## config.mk

```make
export PLATFORM = sky130hd
export DESIGN_NAME = shift_reg_param
export DESIGN_NICKNAME = d
export VERILOG_FILES = /design/src/rtl/shift_reg_param.sv
export SDC_FILE = /design/constraint.sdc
export NUM_CORES = 1
export LEC_CHECK = 0
export CAP_MARGIN = 25
export CORE_AREA = 2 2 39 41
export DETAILED_ROUTE_END_ITERATION = 16
export DIE_AREA = 0 0 41 43
export PLACE_DENSITY = 0.62
export RECOVER_POWER = 50
export SYNTH_ARGS = -nofsm -noshare
export SYNTH_HDL_FRONTEND = slang
export SYNTH_SLANG_ARGS = --single-unit
```

## constraint.sdc

```tcl
create_clock -name clk -period 4.45 [get_ports clk]
set_input_delay 0.89 -clock clk [delete_from_list [all_inputs] [get_ports clk]]
set_output_delay 0.89 -clock clk [all_outputs]
set_load 0.05 [all_outputs]
```

## src/rtl/shift_reg_param.sv

```systemverilog
`default_nettype none
// +----------------------------------------------------------------------------+
// | Module   : shift_reg_param                                                 |
// | Purpose  : Parameterised bidirectional shift register. It supports forward |
// |            and backward shifts, rotate, parallel load and a stage-select   |
// |            tap. A saturating fill counter tracks how many stages have been |
// |            written since reset.                                            |
// | Ports    : clk, rst      - clock, synchronous active-high reset            |
// |            en            - stage-update enable (0 holds everything)        |
// |            mode[1:0]     - 00 hold, 01 fwd shift, 10 bwd shift, 11 load    |
// |            rot           - rotate instead of taking serial input           |
// |            din_fwd/bwd   - serial inputs for forward/backward shifts       |
// |            pdata         - parallel load data, stage i at [i*WIDTH+:WIDTH] |
// |            tap_sel       - stage index driven onto q_tap                   |
// |            q_fwd/q_bwd   - last stage / first stage                        |
// |            q_tap, pq     - selected stage / all stages packed              |
// |            fill, full    - stages written (saturating), fill == DEPTH      |
// | Revision : 1.0 - initial release                                           |
// +----------------------------------------------------------------------------+
module shift_reg_param #(
  parameter  int WIDTH = 1,
  parameter  int DEPTH = 3,
  localparam int SW    = ($clog2(DEPTH) < 1) ? 1 : $clog2(DEPTH),
  localparam int CW    = $clog2(DEPTH + 1)
) (
  input  logic                   clk,
  input  logic                   rst,
  input  logic                   en,
  input  logic [1:0]             mode,
  input  logic                   rot,
  input  logic [WIDTH-1:0]       din_fwd,
  input  logic [WIDTH-1:0]       din_bwd,
  input  logic [WIDTH*DEPTH-1:0] pdata,
  input  logic [SW-1:0]          tap_sel,
  output logic [WIDTH-1:0]       q_fwd,
  output logic [WIDTH-1:0]       q_bwd,
  output logic [WIDTH-1:0]       q_tap,
  output logic [WIDTH*DEPTH-1:0] pq,
  output logic [CW-1:0]          fill,
  output logic                   full
);

  localparam logic [1:0]    c_mode_hold = 2'b00;
  localparam logic [1:0]    c_mode_fwd  = 2'b01;
  localparam logic [1:0]    c_mode_bwd  = 2'b10;
  localparam logic [1:0]    c_mode_load = 2'b11;
  localparam logic [CW-1:0] c_fill_max  = CW'(DEPTH);
  // Tap lookup is padded to a power of two so every tap_sel value has an entry.
  localparam int            c_ntap      = 2 ** SW;

  logic [WIDTH-1:0] stage_q [DEPTH];
  logic [WIDTH-1:0] stage_d [DEPTH];
  logic [CW-1:0]    fill_q;
  logic [CW-1:0]    fill_d;
  logic [WIDTH-1:0] tap_arr [c_ntap];

  // Next-state logic for stages and fill counter.
  always_comb begin
    stage_d = stage_q;
    fill_d  = fill_q;
    if (en) begin
      case (mode)
        c_mode_hold: begin
        end
        c_mode_fwd: begin
          for (int i = 1; i < DEPTH; i++) begin
            stage_d[i] = stage_q[i-1];
          end
          stage_d[0] = rot ? stage_q[DEPTH-1] : din_fwd;
          // A rotate only rearranges existing data, so it does not count as a write.
          if (!rot && (fill_q != c_fill_max)) begin
            fill_d = fill_q + CW'(1);
          end
        end
        c_mode_bwd: begin
          for (int i = 0; i < DEPTH - 1; i++) begin
            stage_d[i] = stage_q[i+1];
          end
          stage_d[DEPTH-1] = rot ? stage_q[0] : din_bwd;
          if (!rot && (fill_q != c_fill_max)) begin
            fill_d = fill_q + CW'(1);
          end
        end
        c_mode_load: begin
          for (int i = 0; i < DEPTH; i++) begin
            stage_d[i] = pdata[i*WIDTH +: WIDTH];
          end
          fill_d = c_fill_max;
        end
        default: begin
        end
      endcase
    end
  end

  always_ff @(posedge clk) begin
    if (rst) begin
      for (int i = 0; i < DEPTH; i++) begin
        stage_q[i] <= '0;
      end
      fill_q <= '0;
    end else begin
      stage_q <= stage_d;
      fill_q  <= fill_d;
    end
  end

  // Out-of-range tap indices (possible when DEPTH is not a power of two) read 0.
  always_comb begin
    for (int i = 0; i < c_ntap; i++) begin
      tap_arr[i] = '0;
    end
    for (int i = 0; i < DEPTH; i++) begin
      tap_arr[i] = stage_q[i];
    end
  end

  generate
    for (genvar g = 0; g < DEPTH; g++) begin : g_pack
      assign pq[g*WIDTH +: WIDTH] = stage_q[g];
    end
  endgenerate

  assign q_fwd = stage_q[DEPTH-1];
  assign q_bwd = stage_q[0];
  assign q_tap = tap_arr[tap_sel];
  assign fill  = fill_q;
  assign full  = (fill_q == c_fill_max);

endmodule
`default_nettype wire

```

==> flow_metrics.py <==
metrics = {
    "status": {
        "status": "completed",
    },
    "floorplan": {
        "dieArea_um2": 1763,
        "core_um2": 1384,
        "dieHeight_um": 43,
        "io_pins": 22,
        "row_count": 14,
        "start_util": 0.2920,
        "die_x_um": 41,
    },
    "clock_tree": {
        "cts_sinks": 5,
        "cts_hold_buf": 0,
        "cts_root_buf": "clkbuf_4",
        "cts_tree": "yes",
        "cts_buffer_depth": 2,
        "clk_pin_slew_ns": 0.04,
        "cts_max_level": 1,
        "ctsResizeCount": 0,
        "insertion_delay_ns": 0.24,
        "cts_setup_buffers": 0,
        "cts_made_buffers": 3,
    },
    "worst_setup_path": {
        "arrival_ns": 2.43,
        "worst_path_largest_cell_delay_ns": 0.82,
        "reg2reg_slack_ns": 2.92,
        "path_cells": "clkdlybuf4s50_1, mux2i_1, o22ai_1, clkdlybuf4s50_1",
        "worstSetupPathType": "in -> out",
        "cp_slowest_cell": "clkdlybuf4s50_1",
        "crit_family": "buffers and inverters",
        "crit_fanout": 2,
        "crit_top_cell": "clkdlybuf4s50_1",
        "endpoint_kind": "primary output",
        "critPathLaunchType": "primary input",
        "cp.buffers_inverters": 2,
        "cp.required_ns": 3.56,
    },
    "timing": {
        "fin_crit_sh": 0.7460,
        "max_freq_mhz": 301.2,
        "rsz0062_at_grt": "no",
        "whs_ns": 0.4837,
        "finalHoldViolCount": 0,
        "slew_headroom": 0.6653,
        "fin_skew_ns": 0.00008116,
        "finalSetupTns_ns": 0,
        "slew_violations": 0,
        "post-route-min-period_ns": 3.320,
        "setup_viol": 0,
        "tightest_slew_ns": 0.5005,
    },
    "routing": {
        "first_pass_iters": 3,
        "vias": 437,
        "drc": 0,
        "wl_um": 1070,
        "drtIter0Drc": 7,
        "wl_per_cell_um": 12.59,
        "antenna_left": 0,
        "routed_via_density": 5.141,
    },
    "finish": {
        "diodes": 0,
        "area_delta_synth_final_pct": 59.75,
        "finalNonFillerCells": 85,
        "nNetsFinal": 88,
        "final_cell_mix": "clkdlybuf4s50_1, dlygate4sd3_1, ha_1, dfxtp_1",
        "final_common_cell": "clkdlybuf4s50_1",
        "drive_gt1_frac": 0.07246,
    },
    "logic_synthesis": {
        "ys_async_sr_fraction": 0,
        "ys.warnings.count": 0,
        "synth_edf_count": 0,
        "ys_seq_area_frac": 0.2477,
        "synth_cells": 46,
        "syn-cell-area_um2": 404.1,
        "syn_avg_cell_area_um2": 8.786,
        "synth_cell_types": 25,
        "synthesis.nets": 64,
        "postSynthRegisterBits": 5,
        "yosys_most_used_dff": "dfxtp_1",
    },
    "flow_run": {
        "drv_cap": 0,
    },
    "pwr": {
        "p_per_area_nw_per_um2": 251.4,
        "vdd_drop_max_uv": 137.9,
        "power.leakage_nw": 0.2811,
    },
    "global_route": {
        "grt_pass1_vias": 395,
        "antenna_found_initial": 0,
        "grt_max_degree": 8,
        "grt_overflow": 0,
        "grt_first_pass_wirelength_um": 1621,
        "grt_use_total": 0.1368,
    },
    "placed_design": {
        "portBuffers": 21,
        "gp_congestion": 0.7378,
        "dp_cells": 81,
        "post-dp-hpwl_um": 828.9,
    },
    "min_path": {
        "hp-class": "reg -> reg",
    },
}
==> state kept, by name (all words and copies together) (netlist names) <==
signal  cells
q_fwd       1
pq          1
q_bwd       1
fill        2
==> cell type report <==
cell class                 count  area [µm²]
clock buffer                   4       26.28
fill                         150       738.2
inverter                       4       15.01
multi-input combinational     35       274.0
sequential                     5       100.1
tap                           16       20.02
timing repair buffer          21       210.2
==> cell families after synthesis <==
| family | count (synthesis) | share of synthesized area |
|---|---|---|
| adder cells (fa/ha/maj) | 5 | 0.1548 |
| buffers and inverters | 6 | 0.07428 |
| flip-flops | 5 | 0.2477 |
| AND/OR/NAND/NOR | 16 | 0.2229 |
| AO/OA/AOI/OAI | 11 | 0.2229 |
| multiplexers | 3 | 0.07740 |
==> final timing paths <==
| kind | startpoint | endpoint | depth (start not counted) |
|---|---|---|---|
| min | fill[1] | fill[1] | 2 |
| min reg2reg | fill[1] | fill[1] | 2 |
| max | tap_sel[1] | q_tap | 4 |
| max reg2reg | fill[0] | fill[0] | 4 |
==> synthesized netlist by cell type (2+ instances only) <==
library cell | number | area, µm²
a2111oi_0 | 3 | 26.28
buf_4 | 2 | 15.01
dfxtp_1 | 5 | 100.1
ha_1 | 5 | 62.56
inv_1 | 4 | 15.01
mux2i_1 | 2 | 20.02
nand2_1 | 4 | 15.01
nand2b_1 | 2 | 12.51
nand3_1 | 2 | 10.01
o41ai_1 | 2 | 17.52
==> per-layer routing <==
layer,up-vias,global-route usage,routed length [µm]
li1,218,-,-
met5,-,0,0
met1,199,0.1618,444
met2,20,0.2094,500
met3,0,0.08377,125
met4,0,0.02000,0
==> power by group <==
part / internal, mW / total, mW / leakage, nW / switching (mW)
clock: 0.0339 / 0.0524 / 0.0150 / 0.0185
sequential: 0.0481 / 0.0516 / 0.0410 / 0.00348
combinational: 0.0255 / 0.0583 / 0.225 / 0.0328
total: 0.108 / 0.162 / 0.281 / 0.0548
==> per-stage QoR <==
step                area, µm²  worst slack, ns  power [mW]    util
floorplan               404.1            1.772     0.08790       -
global placement        619.3            1.145      0.1121  0.4476
detailed placement      619.3            1.128      0.1126  0.4476
CTS                     645.6            1.119      0.1671  0.4665
global route            645.6            1.084      0.1721  0.4665
finish                  645.6            1.130      0.1623  0.4665
==> worst register-to-register path: cells and delay by family (launching register included) <==
kind / cells / cell delay [ns]
adder cells (fa/ha/maj): 1 / 0.23
AO/OA/AOI/OAI: 1 / 0.13
flip-flops: 1 / 0.33
AND/OR/NAND/NOR: 2 / 0.73
(Power assumes the default switching activity.)
